<file path="src/rtl/if_id_stage.sv">
// IF/ID pipeline register with load-use hazard detection.
// Holds the fetched slot and the PC while a dependent instruction waits on a load in EX.
`timescale 1ns/1ps

module if_id_stage #(
  parameter int unsigned STALL_CYCLES    = 1,
  parameter int unsigned FLUSH_ON_BRANCH = 0,
  parameter logic [31:0] NOP_INSTR       = 32'h8B1F03FF
) (
  input  logic        clk,
  input  logic        reset,
  input  logic [31:0] instruction,
  input  logic [63:0] noBrPC,
  input  logic        br_redirect,
  input  logic        ex_mem_read,
  input  logic [4:0]  ex_rd,
  output logic [31:0] decInstruction,
  output logic [63:0] dec_pc,
  output logic        dec_valid,
  output logic        pc_write_en,
  output logic        bubble,
  output logic [1:0]  stall_count
);

  typedef enum logic {
    RUN   = 1'b0,
    STALL = 1'b1
  } state_t;

  localparam logic       FLUSH_EN     = (FLUSH_ON_BRANCH != 0);
  localparam logic       MULTI_STALL  = (STALL_CYCLES > 1);
  localparam logic [1:0] STALL_RELOAD = 2'(STALL_CYCLES - 1);
  localparam int         NUM_SRC      = 3;

  state_t      state_reg, state_next;
  logic [31:0] instr_reg, instr_next;
  logic [63:0] pc_reg, pc_next;
  logic        valid_reg, valid_next;
  logic [1:0]  count_reg, count_next;

  logic [4:0]         src_field [NUM_SRC];
  logic [NUM_SRC-1:0] src_active;
  logic [NUM_SRC-1:0] src_match;
  logic               rt_is_src;
  logic               hazard;

  // Rt is read (not written) only by CBZ and STUR.
  assign rt_is_src = (instr_reg[31:24] == 8'hB4) || (instr_reg[31:21] == 11'h7C0);

  assign src_field[0] = instr_reg[9:5];
  assign src_field[1] = instr_reg[20:16];
  assign src_field[2] = instr_reg[4:0];
  assign src_active   = {rt_is_src, 1'b1, 1'b1};

  genvar gi;
  generate
    for (gi = 0; gi < NUM_SRC; gi++) begin : g_src
      assign src_match[gi] = src_active[gi] && (src_field[gi] == ex_rd);
    end
  endgenerate

  // XZR is never a real producer, so a load into X31 cannot create a dependency.
  assign hazard = valid_reg && ex_mem_read && (ex_rd != 5'd31) && (|src_match);

  always_comb begin
    state_next  = state_reg;
    instr_next  = instr_reg;
    pc_next     = pc_reg;
    valid_next  = valid_reg;
    count_next  = count_reg;
    pc_write_en = 1'b1;
    bubble      = 1'b0;

    case (state_reg)
      RUN: begin
        if (hazard) begin
          pc_write_en = 1'b0;
          bubble      = 1'b1;
          if (MULTI_STALL) begin
            state_next = STALL;
            count_next = STALL_RELOAD;
          end
        end else if (FLUSH_EN && br_redirect) begin
          instr_next = NOP_INSTR;
          pc_next    = noBrPC;
          valid_next = 1'b0;
        end else begin
          instr_next = instruction;
          pc_next    = noBrPC;
          valid_next = 1'b1;
        end
      end

      STALL: begin
        pc_write_en = 1'b0;
        bubble      = 1'b1;
        if (count_reg <= 2'd1) begin
          state_next = RUN;
          count_next = 2'd0;
        end else begin
          count_next = count_reg - 2'd1;
        end
      end

      default: begin
        state_next = RUN;
        count_next = 2'd0;
      end
    endcase
  end

  always_ff @(posedge clk) begin
    if (reset) begin
      state_reg <= RUN;
      instr_reg <= NOP_INSTR;
      pc_reg    <= 64'd0;
      valid_reg <= 1'b0;
      count_reg <= 2'd0;
    end else begin
      state_reg <= state_next;
      instr_reg <= instr_next;
      pc_reg    <= pc_next;
      valid_reg <= valid_next;
      count_reg <= count_next;
    end
  end

  assign decInstruction = instr_reg;
  assign dec_pc         = pc_reg;
  assign dec_valid      = valid_reg;
  assign stall_count    = count_reg;

endmodule

</file>
<file path="config.mk">
export PLATFORM = sky130hd
export DESIGN_NAME = if_id_stage
export DESIGN_NICKNAME = d
export VERILOG_FILES = /design/src/rtl/if_id_stage.sv
export SDC_FILE = /design/constraint.sdc
export NUM_CORES = 1
export LEC_CHECK = 0
export ABC_CLOCK_PERIOD_IN_PS = 2780
export BUFFER_PORTS_ARGS = -buffer_cell sky130_fd_sc_hd__buf_2
export CELL_PAD_IN_SITES_DETAIL_PLACEMENT = 1
export CELL_PAD_IN_SITES_GLOBAL_PLACEMENT = 2
export CORE_UTILIZATION = 29
export CTS_CLUSTER_SIZE = 10
export DETAILED_ROUTE_END_ITERATION = 6
export GPL_ROUTABILITY_DRIVEN = 0
export HOLD_SLACK_MARGIN = 0.15
export PLACE_DENSITY = 0.85
export SLEW_MARGIN = 20
export SYNTH_ARGS = -nofsm -noshare
export SYNTH_HDL_FRONTEND = slang
export SYNTH_SLANG_ARGS = --single-unit
export TNS_END_PERCENT = 30
</file>
<file path="constraint.sdc">
create_clock -name clk -period 2.78 [get_ports clk]
set_input_delay 0.417 -clock clk [delete_from_list [all_inputs] [get_ports clk]]
set_output_delay 0.417 -clock clk [all_outputs]
set_load 0.01 [all_outputs]
</file>
# Word level (Yosys, flattened, before mapping)

Index checks and enable logic that the tools add are counted.

Register bits after elaboration: 100
Input port bits: 105
Output and inout bits: 101
Word-level logic and storage cells: 29

Add/subtract/negate cells: 1
Order comparisons: 1
Equality and inequality tests: 6
Multiplexer cells: 6
Bitwise operators: 2
Reduce and logical (&&, ||, !) cells: 8

Operator list:

| cell                                                 | number |
|---|---|
| equality test 5 bit                                  | 3 |
| equality test 11 bit (second input constant)         | 1 |
| equality test 8 bit (second input constant)          | 1 |
| inequality test 5 bit (second input constant)        | 1 |
| logical AND 1 bit                                    | 4 |
| one-hot mux 1 bit (2 select lines)                   | 2 |
| 2-to-1 mux 1 bit                                     | 3 |
| OR reduction 3 bit                                   | 1 |
| <= comparator 2 x 1 -> 1 bit (second input constant) | 1 |
| 2-to-1 mux 2 bit                                     | 1 |
| inverter 1 bit                                       | 2 |
| AND reduction 2 bit                                  | 1 |
| OR reduction 2 bit                                   | 1 |
| subtractor 2 x 1 -> 2 bit (second input constant)    | 1 |
| logical OR 1 bit                                     | 1 |

# Depth between registers and ports, before layout

Gate-level depths: netlist (run 1).

Depth in word-level cells: 7
Gate-level depth with buffers: 8
Depth with buffers taken out: 5

# Worst setup path before layout (run 1)

OpenSTA, ideal clock, no wires.

Path kind: register to output
Start point: register instr_reg[28], in the netlist decInstruction[28]
End point: output port bubble
Arrival time: 1606 ps
Required time: 2363 ps
Slack: 757 ps
Cell stages (with the launch flop): 9
Path buffers: 3
Path through: dfxtp_1 nor4bb_1 nand4_1 nor4b_1 a211oi_1 buf_2 buf_6 buf_6 inv_1

Longest elaborated chain between the ends: 7
Elaborated cells on any way between the ends: 8
Classes of those cells: eq/ne (2); mux (2); reduce/logical (4)

Ends and longest elaborated chain:

| element                                                            | line | RTL |
|---|---|---|
| start: declaration                                                 | 36   | `logic [31:0] instr_reg, instr_next;` |
| start signal: assignment                                           | 121  | `instr_reg <= instr_next;` |
| equality test 11 bit / equality test 8 bit (equally long branches) | 48   | `assign rt_is_src = (instr_reg[31:24] == 8'hB4) \|\| (instr_reg[31:21] == 11'h7C0);` |
| logical OR 1 bit *                                                 | 48   |  |
| logical AND 1 bit *                                                | 58   | `assign src_match[gi] = src_active[gi] && (src_field[gi] == ex_rd);` |
| OR reduction 3 bit *                                               | 63   | `assign hazard = valid_reg && ex_mem_read && (ex_rd != 5'd31) && (\|src_match);` |
| logical AND 1 bit *                                                | 63   |  |
| 2-to-1 mux 1 bit *                                                 | 76   | `if (hazard) begin` |
| one-hot mux 1 bit (2 select lines) *                               | 74   | `case (state_reg)` |
| end: declaration                                                   | 21   | `output logic bubble,` |

Mark *: on every way between the ends. The rest lies on a longest branch, timed or not.

# Worst setup path after layout (run 1)

Ends and elaborated chain as after synthesis.

==> results of run 1 <==
-- cell type report --
class / instances / area [um^2]
clock buffers: 14 / 254
clock inverters: 2 / 10.0
fillers: 1803 / 9230
inverters: 2 / 7.51
multi-input cells: 326 / 2350
flip-flops and latches: 100 / 2000
well taps: 188 / 235
repair buffers: 211 / 1110
-- logic make-up (layout without fill, tap and decap cells) --
logic type,Yosys count,in the layout
simple gates,209,209
flops,100,100
compound gates,6,6
xor+xnor,15,15
buf+inv,34,229
mux,96,96
-- per-stage QoR --
step	hold slack, ns	total power, mW	util (%)
after global routing	0.326	3.34	39.3
final	0.333	3.17	39.3
after global placement	0.456	2.03	37.6
after floorplan	0.450	1.84	-
after CTS	0.317	3.23	39.3
after detailed placement	0.458	2.05	37.6
-- routing by layer --
metal	share of wire, %	routed length (um)	track usage, %
met5	0	0	0
met3	6.8	816	4.64
met4	1.6	191	5.95
met2	49	5820	25.7
met1	43	5100	17.5
-- critical path, stage by stage (launching register included) --
cell and delay [ns]:
dfxtp_1 0.36, nor4bb_1 0.45, nand4_1 0.14, nor4b_1 0.47, a211oi_4 0.17, inv_1 0.08
buf_2 0.13
-- worst paths after layout --
kind / endpoint / slack (ns) / depth (start not counted)
worst max-delay path: bubble / 0.22 / 6
worst min-delay path: dec_pc[6] / 0.33 / 3
worst max register to register: dec_pc[7] / 0.64 / 6
worst min register to register: dec_pc[53] / 0.47 / 2
-- power by group through the flow --
stage / logic, mW / clock network (mW) / registers [mW]
after floorplan: 0.202 / 0 / 1.64
after global placement: 0.433 / 0 / 1.60
after detailed placement: 0.448 / 0 / 1.60
after CTS: 0.451 / 1.21 / 1.57
after global routing: 0.489 / 1.27 / 1.58
final: 0.441 / 1.16 / 1.57
-- cells in the final DEF, fill, tap and decap left out, types with 2 or more instances in the layout --
cell       count
nand2b_1     154
buf_4          5
buf_2        203
clkbuf_1       4
nand2_1        3
mux2i_1       96
a31oi_1        2
nand3_1        3
nor2_1        39
inv_1          2
clkbuf_16      9
xnor2_1       15
clkinv_2       2
nor2b_1        2
dfxtp_1      100
buf_12         3
a21oi_1        2
nor3b_1        2
==> parameters.txt, run 1 <==
Parameter                              Value

Outcome
  Run status ... complete, no violations

Yosys
  Net count of the mapped netlist ... 565
  Most numerous cell types in the synthesized netlist ... nand2b_1, dfxtp_1, mux2i_1
  Number of synthesized register bits ... 100
  Largest cells by area after synthesis ... dfxtp_1, nand2b_1, mux2i_1
  Syn Inst Count ... between 400 and 500
  Synth Warn # ... 0
  Post-synthesis compound-gate area fraction ... less than 1%
  Combined area of all synthesized cells ... about 4500 um^2
  Async SR Flop Fraction ... 0%
  Proportion of netlist area held by the largest area contributor ... between 40% and 50%
  Number of enable-type register cells in the synthesized netlist ... 0
  Largest family of logic cells by synthesized area ... simple AND/OR/NAND/NOR gates
  Most common cell in the synthesized netlist ... nand2b_1
  Fraction of the mapped netlist area in adder cells ... 0%
  Synth Flop Type ... dfxtp_1
  Post-synthesis mux area share ... a little over a fifth
  Synthesized area per cell ... approximately 10 um^2
  Post-synthesis share of cell area spent on xor and xnor gates ... roughly 2.9%
  Simple-gate share of the synthesized area ... 26.8%
  Sequential cell area fraction in the yosys report ... about 44%
  Number of distinct library cells after synthesis ... 24
  Biggest area consumer among synthesized cells ... dfxtp_1

Placed design
  Detailed Place HPWL ... slightly below 9 mm
  Number of I/O port buffers ... around 200
  Placed cell count ... between 800 and 900
  Area after detailed placement ... about 5700 um^2
  Worst setup slack after placement ... about 0.43 ns

STA
  Peak Freq ... between 0.3 and 0.4 GHz
  Final worst slack ... about 0.22 ns
  Final Max Tran Viols ... 0
  Final Setup Violations ... 0
  Slew margin rel. ... 62.5%
  RSZ-0062 raised after global routing ... no
  Setup_tns ... 0 ns
  Clock period minus final worst setup slack ... ~2.6 ns
  Final hold violation count ... 0
  Layout Skew ... 0.00750 ns
  Pin slew with the least headroom to its limit ... about 0.56 ns
  Final Cycle Share ... between 90% and 100%

Global routing
  Grt total ovfl ... 0
  Via count of the first global-routing pass ... between 3000 and 4000
  Antenna violations before repair ... 0
  First-pass GRT wire length ... just under 20 mm
  GRT Util Overall ... approximately 15%
  Maximum number of pins on one net before global-route repair ... 100

Die
  Initial Utilization ... slightly below 30%
  X dimension of the die ... between 100 and 150 um
  I/O pins ... 206
  Row Count ... 45
  Total core area ... 15200 um^2
  Total die area ... about 16000 um^2
  Vertical die dimension ... 127 um

Finish
  Area of all placed cells without fillers ... ~6000 um^2
  Number of non-filler instances in the completed layout ... around 840
  Number of nets in the final layout ... around 760
  Layout cells sized above 1 ... approximately 34%
  Area growth from synthesis to layout ... 32.2%
  Max reg flops ... 64
  Count of inserted antenna diode cells ... 0

Route
  Number of optimization iterations in the first detailed-route pass ... 4
  Overall via count from detail_route ... approximately 3700
  Via count normalized by instance count ... about 4.4
  Iteration-0 DRC count of the detailed router ... roughly 100
  Detailed-route DRC error count ... 0
  Detailed Route WL ... 11.9 mm
  Routed WL per cell ... 14.1 um
  Final antenna-violating net count ... 0

Worst setup path
  Crit Path Category ... register to primary output
  Crit-path max FO ... 7
  Origin of the critical flop-to-flop path ... decInstruction[28]
  Kind of end point of the critical path ... primary output
  Data required time at the worst endpoint ... around 2.4 ns
  Origin of the worst setup path ... decInstruction[28]
  Arrival time of data at the critical path endpoint ... around 2.1 ns
  Crit path launch type ... register

Run
  Number of max-cap violations ... 0

Power
  Internal cell power ... approximately 2.4 mW
  Leakage Power ... 3.28 nW
  Switching part of the total power ... 25.1%
  Combinational cell fraction of total power ... between 10% and 20%
  IR drop worst, VDD ... 0.246 mV
  Part of the total power dissipated in sequential elements ... between 40% and 50%
  Cell Pwr Density ... roughly 530 nW/um^2
  Total net switching power ... roughly 0.79 mW
  Clock network fraction of total power ... a little over a third

Clock network
  CTS Hold Buffers Added ... 0
  H-tree depth ... 3
  Clock net sink count ... 100
  Maximum number of buffers from clock root to sink ... 2
  Number of setup buffers added after CTS ... 0
  Count of instances resized after the clock tree is built ... 0
  Clk_lat worst skew ... about 0.34 ns
  Clock buffer count from CTS ... 9
  CTS clock-pin slew for the worst setup and hold paths ... ~0.070 ns
  CTS tree ... built
  Clock root cell ... clkbuf_16

Min path
  Kind of path behind the tightest hold check ... input pin to register
  Hold path start ... noBrPC[6]
Power figures use the tool's default switching activity.
==> run 2: changes to the inputs <==
--- a/config.mk
+++ b/config.mk
@@ -7,14 +7,12 @@
 export LEC_CHECK = 0
 export ABC_CLOCK_PERIOD_IN_PS = 2780
 export BUFFER_PORTS_ARGS = -buffer_cell sky130_fd_sc_hd__buf_2
-export CELL_PAD_IN_SITES_DETAIL_PLACEMENT = 1
-export CELL_PAD_IN_SITES_GLOBAL_PLACEMENT = 2
-export CORE_UTILIZATION = 29
+export CORE_UTILIZATION = 45
 export CTS_CLUSTER_SIZE = 10
 export DETAILED_ROUTE_END_ITERATION = 6
 export GPL_ROUTABILITY_DRIVEN = 0
 export HOLD_SLACK_MARGIN = 0.15
-export PLACE_DENSITY = 0.85
+export PLACE_DENSITY = 0.77
 export SLEW_MARGIN = 20
 export SYNTH_ARGS = -nofsm -noshare
 export SYNTH_HDL_FRONTEND = slang
==> run 2 against run 1 <==
Against the previous run:
- non-clock buffer count down 3
- clock-buffer cell count down 3
- critical path depth unchanged
- final cell count fell by 6.9%
- sequential power about the same
- critical endpoint unchanged
- largest cell class unchanged
- die area fell by 35%
- fmax is 0.36% lower
- highest routed layer unchanged
- clock skew up 0.0024 ns
- combinational power decreased by 2%
- global-route usage increased by 3.4 points
- first-iteration DRC count down 26%
- design area fell by 2.8%
==> parameters.txt, run 2 (synthesized netlist as in run 1, its figures left out) <==
Parameter                              Value

STA
  Final Max Tran Viols ... 0 (unchanged)
  Final Cycle Share ... 92.4% (+0.33 points)
  Peak Freq ... 0.389 GHz (-0.36%)
  Layout Skew ... 0.00991 ns (+0.00241 ns)
  Final Setup Violations ... 0 (unchanged)
  RSZ-0062 raised after global routing ... no
  Final hold violation count ... 0 (unchanged)
  Final worst slack ... 0.212 ns (-0.00927 ns)
  Clock period minus final worst setup slack ... 2.57 ns (+0.00927 ns)
  Setup_tns ... 0 ns (unchanged)
  Slew margin rel. ... 52.8% (-9.7 points)
  WHS ... 0.306 ns (-0.0268 ns)
  Pin slew with the least headroom to its limit ... 0.706 ns (+0.145 ns)

Finish
  Area growth from synthesis to layout ... 28.5%
  Max reg flops ... 64 (unchanged)
  Area of all placed cells without fillers ... 5810 um^2 (-2.8%)
  Count of inserted antenna diode cells ... 0 (unchanged)
  Final core utilization ... 59.4% (+20 points)
  Most common library cell in the layout ignoring fill and taps ... buf_2
  Most used cells in the layout excluding fill and tap cells ... buf_2, nand2b_1, dfxtp_1
  Number of nets in the final layout ... 752 (-0.40%)
  Layout cells sized above 1 ... 34.5% (+0.31 points)
  Number of non-filler instances in the completed layout ... 785 (-6.9%)

Placed design
  Placed cell count ... 769 (-7.0%)
  Worst setup slack after placement ... 0.150 ns (-0.280 ns)
  Number of I/O port buffers ... 204 (unchanged)
  Area after detailed placement ... 5610 um^2 (-1.8%)
  Detailed Place HPWL ... 7.14 mm (-20%)

Clock network
  CTS tree ... built
  Number of setup buffers added after CTS ... 0 (unchanged)
  CTS clock-pin slew for the worst setup and hold paths ... 0.09 ns (+0.02 ns)
  Clock buffer count from CTS ... 9 (unchanged)
  Clock net sink count ... 100 (unchanged)
  CTS Hold Buffers Added ... 0 (unchanged)
  Clk_lat worst skew ... 0.36 ns (+0.02 ns)
  Maximum number of buffers from clock root to sink ... 2 (unchanged)
  H-tree depth ... 3 (unchanged)
  Count of instances resized after the clock tree is built ... 0 (unchanged)
  Clock root cell ... clkbuf_8

Worst setup path
  Arrival time of data at the critical path endpoint ... 2.15 ns (about the same)
  Kind of cell adding the most delay to the critical path ... simple AND/OR/NAND/NOR gates
  Worst-case register-to-register setup slack ... 0.49 ns (-0.15 ns)
  Series of cell instances along the critical path ... nor4bb_1, nand4_1, nor4b_1, a211oi_4, inv_1, buf_2
  Crit path launch type ... register
  WP buf/inv ... 2 (unchanged)
  Crit Path Category ... register to primary output
  Data required time at the worst endpoint ... 2.36 ns (about the same)
  Kind of end point of the critical path ... primary output
  Highest-delay cell along the critical path ... nor4b_1
  Crit path largest cell delay ... 0.48 ns (about the same)
  Crit-path max FO ... 10 (+3)

Run
  Number of max-cap violations ... 0 (unchanged)

Die
  Row Count ... 36 (-20%)
  Vertical die dimension ... 102 um (-19%)
  X dimension of the die ... 102 um (-19%)
  Initial Utilization ... 46.2% (+17 points)
  Total die area ... 10400 um^2 (-35%)
  I/O pins ... 206 (unchanged)
  Total core area ... 9770 um^2 (-36%)

Outcome
  Run status ... complete, no violations

Route
  Iteration-0 DRC count of the detailed router ... 75 (-26%)
  Final antenna-violating net count ... 0 (unchanged)
  Number of optimization iterations in the first detailed-route pass ... 4 (unchanged)
  Via count normalized by instance count ... 4.66 (+5.1%)
  Detailed Route WL ... 9.84 mm (-17%)
  Routed WL per cell ... 12.5 um (-11%)
  Overall via count from detail_route ... 3661 (-2.1%)
  Detailed-route DRC error count ... 0 (unchanged)

Power
  PnR Total Power ... 2.94 mW (-7.4%)
  Leakage Power ... 3.24 nW (-1.2%)
  IR drop worst, VDD ... 0.237 mV (-3.7%)
  Cell Pwr Density ... 506 nW/um^2 (-4.7%)

Global routing
  First-pass GRT wire length ... 15.0 mm (-22%)
  GRT Util Overall ... 18.4% (+3.4 points)
  Via count of the first global-routing pass ... 3364 (-13%)
  Maximum number of pins on one net before global-route repair ... 88 (-12%)
  Grt total ovfl ... 0 (unchanged)
  Antenna violations before repair ... 0 (unchanged)

Min path
  Kind of path behind the tightest hold check ... input pin to register
==> run 2: layer usage <==
metal / vias up / GRT usage, % / part of all wire, %
li1: 1855 / - / -
met1: 1667 / 20.7 / 42
met2: 133 / 31.0 / 48
met3: 6 / 7.39 / 9.2
met4: 0 / 7.47 / 0.83
met5: - / 0 / 0
==> run 2: report_power, final <==
part           total [mW]  internal [mW]  switching (mW)
logic               0.431          0.228           0.203
clock network       0.941          0.460           0.481
registers            1.57           1.52          0.0505
==> run 2: tightest hold or removal path, cell delays in order <==
cell and delay, ns:
buf_2 0.10, nand2b_1 0.05, mux2i_1 0.06
==> run 2: worst paths after layout <==
| kind | start | endpoint | depth (start not counted) |
|---|---|---|---|
| setup / recovery | decInstruction[28] | bubble | 6 |
| hold / removal | noBrPC[19] | dec_pc[19] | 3 |
| setup reg to reg | decInstruction[26] | dec_pc[48] | 6 |
| hold reg to reg | dec_pc[18] | dec_pc[18] | 2 |
==> run 2: layout make-up <==
type | instances | area, um^2
repair buffers | 208 | 1080
flip-flops and latches | 100 | 2000
fillers | 875 | 3970
clock inverters | 5 | 50.0
multi-input cells | 326 | 2350
well taps | 133 | 166
clock buffers | 11 | 151
inverters | 2 | 7.51
==> run 3: changes to the inputs <==
--- a/config.mk
+++ b/config.mk
@@ -7,12 +7,13 @@
 export LEC_CHECK = 0
 export ABC_CLOCK_PERIOD_IN_PS = 2780
 export BUFFER_PORTS_ARGS = -buffer_cell sky130_fd_sc_hd__buf_2
+export CORE_MARGIN = 2
 export CORE_UTILIZATION = 45
 export CTS_CLUSTER_SIZE = 10
 export DETAILED_ROUTE_END_ITERATION = 6
 export GPL_ROUTABILITY_DRIVEN = 0
 export HOLD_SLACK_MARGIN = 0.15
-export PLACE_DENSITY = 0.77
+export PLACE_DENSITY = 0.86
 export SLEW_MARGIN = 20
 export SYNTH_ARGS = -nofsm -noshare
 export SYNTH_HDL_FRONTEND = slang
==> run 3 against run 2 <==
Against the previous run:
- first-iteration DRC count up 60%
- via count up 0.55%
- global-route usage up 0.31 points
- sequential cell count unchanged
- sequential share of layout area down 0.082 points
- critical path type unchanged
- largest cell class unchanged
- largest power group unchanged
- highest routed layer unchanged
==> parameters.txt, run 3 (synthesized netlist as in run 1, its figures left out) <==
Parameter                              Value

Outcome
  Run status ... complete, no violations

Clock network
  CTS Hold Buffers Added ... 0 (unchanged)
  Number of setup buffers added after CTS ... 0 (unchanged)
  Count of instances resized after the clock tree is built ... 0 (unchanged)
  CTS clock-pin slew for the worst setup and hold paths ... 0.10 ns (about the same)
  Clock root cell ... clkbuf_8
  H-tree depth ... 3 (unchanged)
  Clock net sink count ... 100 (unchanged)
  CTS tree ... built
  Clk_lat worst skew ... 0.35 ns (about the same)
  Maximum number of buffers from clock root to sink ... 2 (unchanged)
  Clock buffer count from CTS ... 9 (unchanged)

Global routing
  First-pass GRT wire length ... 16.8 mm (+12%)
  GRT Util Overall ... 18.7% (+0.31 points)
  Via count of the first global-routing pass ... 3691 (+9.7%)
  Maximum number of pins on one net before global-route repair ... 89 (+1.1%)
  Antenna violations before repair ... 0 (unchanged)
  Grt total ovfl ... 0 (unchanged)

Route
  Detailed Route WL ... 10.1 mm (+3.0%)
  Final antenna-violating net count ... 0 (unchanged)
  Routed WL per cell ... 12.9 um (+2.9%)
  Via count normalized by instance count ... 4.68 (+0.42%)
  Iteration-0 DRC count of the detailed router ... 120 (+60%)
  Number of optimization iterations in the first detailed-route pass ... 4 (unchanged)
  Detailed-route DRC error count ... 0 (unchanged)
  Overall via count from detail_route ... 3681 (+0.55%)

Power
  Part of the total power dissipated in sequential elements ... 52.9% (-0.4 points)
  Clock network fraction of total power ... 32.4% (+0.4 points)
  Combinational cell fraction of total power ... 14.7% (about the same)
  Cell Pwr Density ... 508 nW/um^2 (+0.51%)
  Switching part of the total power ... 25.8% (+0.80 points)
  IR drop worst, VDD ... 0.287 mV (+21%)
  Total net switching power ... 0.764 mW (+4.0%)
  PnR Total Power ... 2.96 mW (+0.75%)
  Internal cell power ... 2.20 mW (-0.32%)
  Leakage Power ... 3.25 nW (+0.11%)

Placed design
  Placed cell count ... 770 (+0.13%)
  Detailed Place HPWL ... 7.49 mm (+4.9%)
  Number of I/O port buffers ... 204 (unchanged)

Worst setup path
  WP buf/inv ... 2 (unchanged)
  Data required time at the worst endpoint ... 2.36 ns (about the same)
  Crit Path Category ... register to primary output
  Crit-path max FO ... 5 (-5)
  R2R depth ... 6 (unchanged)
  Crit path launch type ... register
  Crit path largest cell delay ... 0.50 ns (+0.02 ns)
  Arrival time of data at the critical path endpoint ... 2.08 ns (-0.07 ns)
  Worst path depth ... 6 (unchanged)
  Series of cell instances along the critical path ... nor4bb_1, nand4_1, nor4b_1, a211oi_4, inv_1, buf_2
  Kind of cell adding the most delay to the critical path ... simple AND/OR/NAND/NOR gates
  Highest-delay cell along the critical path ... nor4b_1
  Kind of end point of the critical path ... primary output

STA
  Pin slew with the least headroom to its limit ... 0.810 ns (+0.104 ns)
  Final Cycle Share ... 89.7% (-2.6 points)
  Peak Freq ... 0.401 GHz (+2.9%)
  Slew margin rel. ... 46.0% (-6.8 points)
  Final hold violation count ... 0 (unchanged)
  RSZ-0062 raised after global routing ... no
  Clock period minus final worst setup slack ... 2.49 ns (-0.0731 ns)
  Setup_tns ... 0 ns (unchanged)
  Layout Skew ... 0.0129 ns (+0.00294 ns)
  Final Max Tran Viols ... 0 (unchanged)
  Final Setup Violations ... 0 (unchanged)

Die
  Vertical die dimension ... 104 um (+2.0%)
  Row Count ... 36 (unchanged)
  Total core area ... 9770 um^2 (unchanged)
  I/O pins ... 206 (unchanged)
  Initial Utilization ... 46.2% (unchanged)
  Total die area ... 10900 um^2 (+4.0%)
  X dimension of the die ... 104 um (+2.0%)

Finish
  Number of nets in the final layout ... 753 (+0.13%)
  Layout cells sized above 1 ... 34.6% (+0.10 points)
  Max reg flops ... 64 (unchanged)
  Number of non-filler instances in the completed layout ... 786 (+0.13%)
  Count of inserted antenna diode cells ... 0 (unchanged)
  Area growth from synthesis to layout ... 28.8%
  Most used cells in the layout excluding fill and tap cells ... buf_2, nand2b_1, dfxtp_1
  Most common library cell in the layout ignoring fill and taps ... buf_2

Min path
  Kind of path behind the tightest hold check ... input pin to register
  Hold-critical path depth ... 3 (unchanged)

Run
  Number of max-cap violations ... 0 (unchanged)
[run 3: power by group through the flow]
stage	registers [mW]	logic, mW	clock network, mW
global placement	1.59	0.423	0
CTS	1.57	0.441	0.993
floorplan	1.64	0.202	0
finish	1.57	0.435	0.958
detailed placement	1.60	0.440	0
global route	1.58	0.476	1.06
[run 3: worst paths after layout]
| path | from | to | slack [ns] |
|---|---|---|---|
| max | decInstruction[28] | bubble | 0.29 |
| min | noBrPC[14] | dec_pc[14] | 0.31 |
| max reg2reg | decInstruction[26] | dec_pc[6] | 0.40 |
| min reg2reg | dec_pc[31] | dec_pc[31] | 0.47 |
[run 3: layout make-up]
| class | instances | area, um^2 |
|---|---|---|
| flip-flops and latches | 100 | 2000 |
| inverters | 2 | 7.51 |
| multi-input cells | 326 | 2350 |
| well taps | 133 | 166 |
| clock inverters | 6 | 70.1 |
| fillers | 858 | 3950 |
| repair buffers | 209 | 1090 |
| clock buffers | 10 | 138 |
[run 3: worst register-to-register path, delay by kind of cell (launching register included)]
family	cells	cell delay, ns
buffers and inverters	1	0.70
AOI/OAI and AO/OA	2	0.64
DFF	1	0.34
muxes	1	0.34
and+or+nand+nor	2	0.27
[run 3: per-stage QoR]
| stage | setup slack [ns] | area, um^2 | hold slack, ns | util, % |
|---|---|---|---|---|
| after floorplan | 0.757 | 4520 | 0.450 | - |
| after global routing | 0.104 | 5820 | 0.287 | 59.5 |
| after CTS | 0.259 | 5820 | 0.283 | 59.5 |
| final | 0.285 | 5820 | 0.311 | 59.5 |
| after global placement | 0.292 | 5610 | 0.455 | 57.4 |
| after detailed placement | 0.166 | 5610 | 0.462 | 57.4 |
[run 3: routing by layer]
metal,share of wire [%],global-route usage (%),vias to the layer above
met5,0,0,-
met4,2.7,9.07,0
met3,7.0,5.33,25
met2,49,32.0,137
met1,41,21.4,1658
li1,-,-,1861
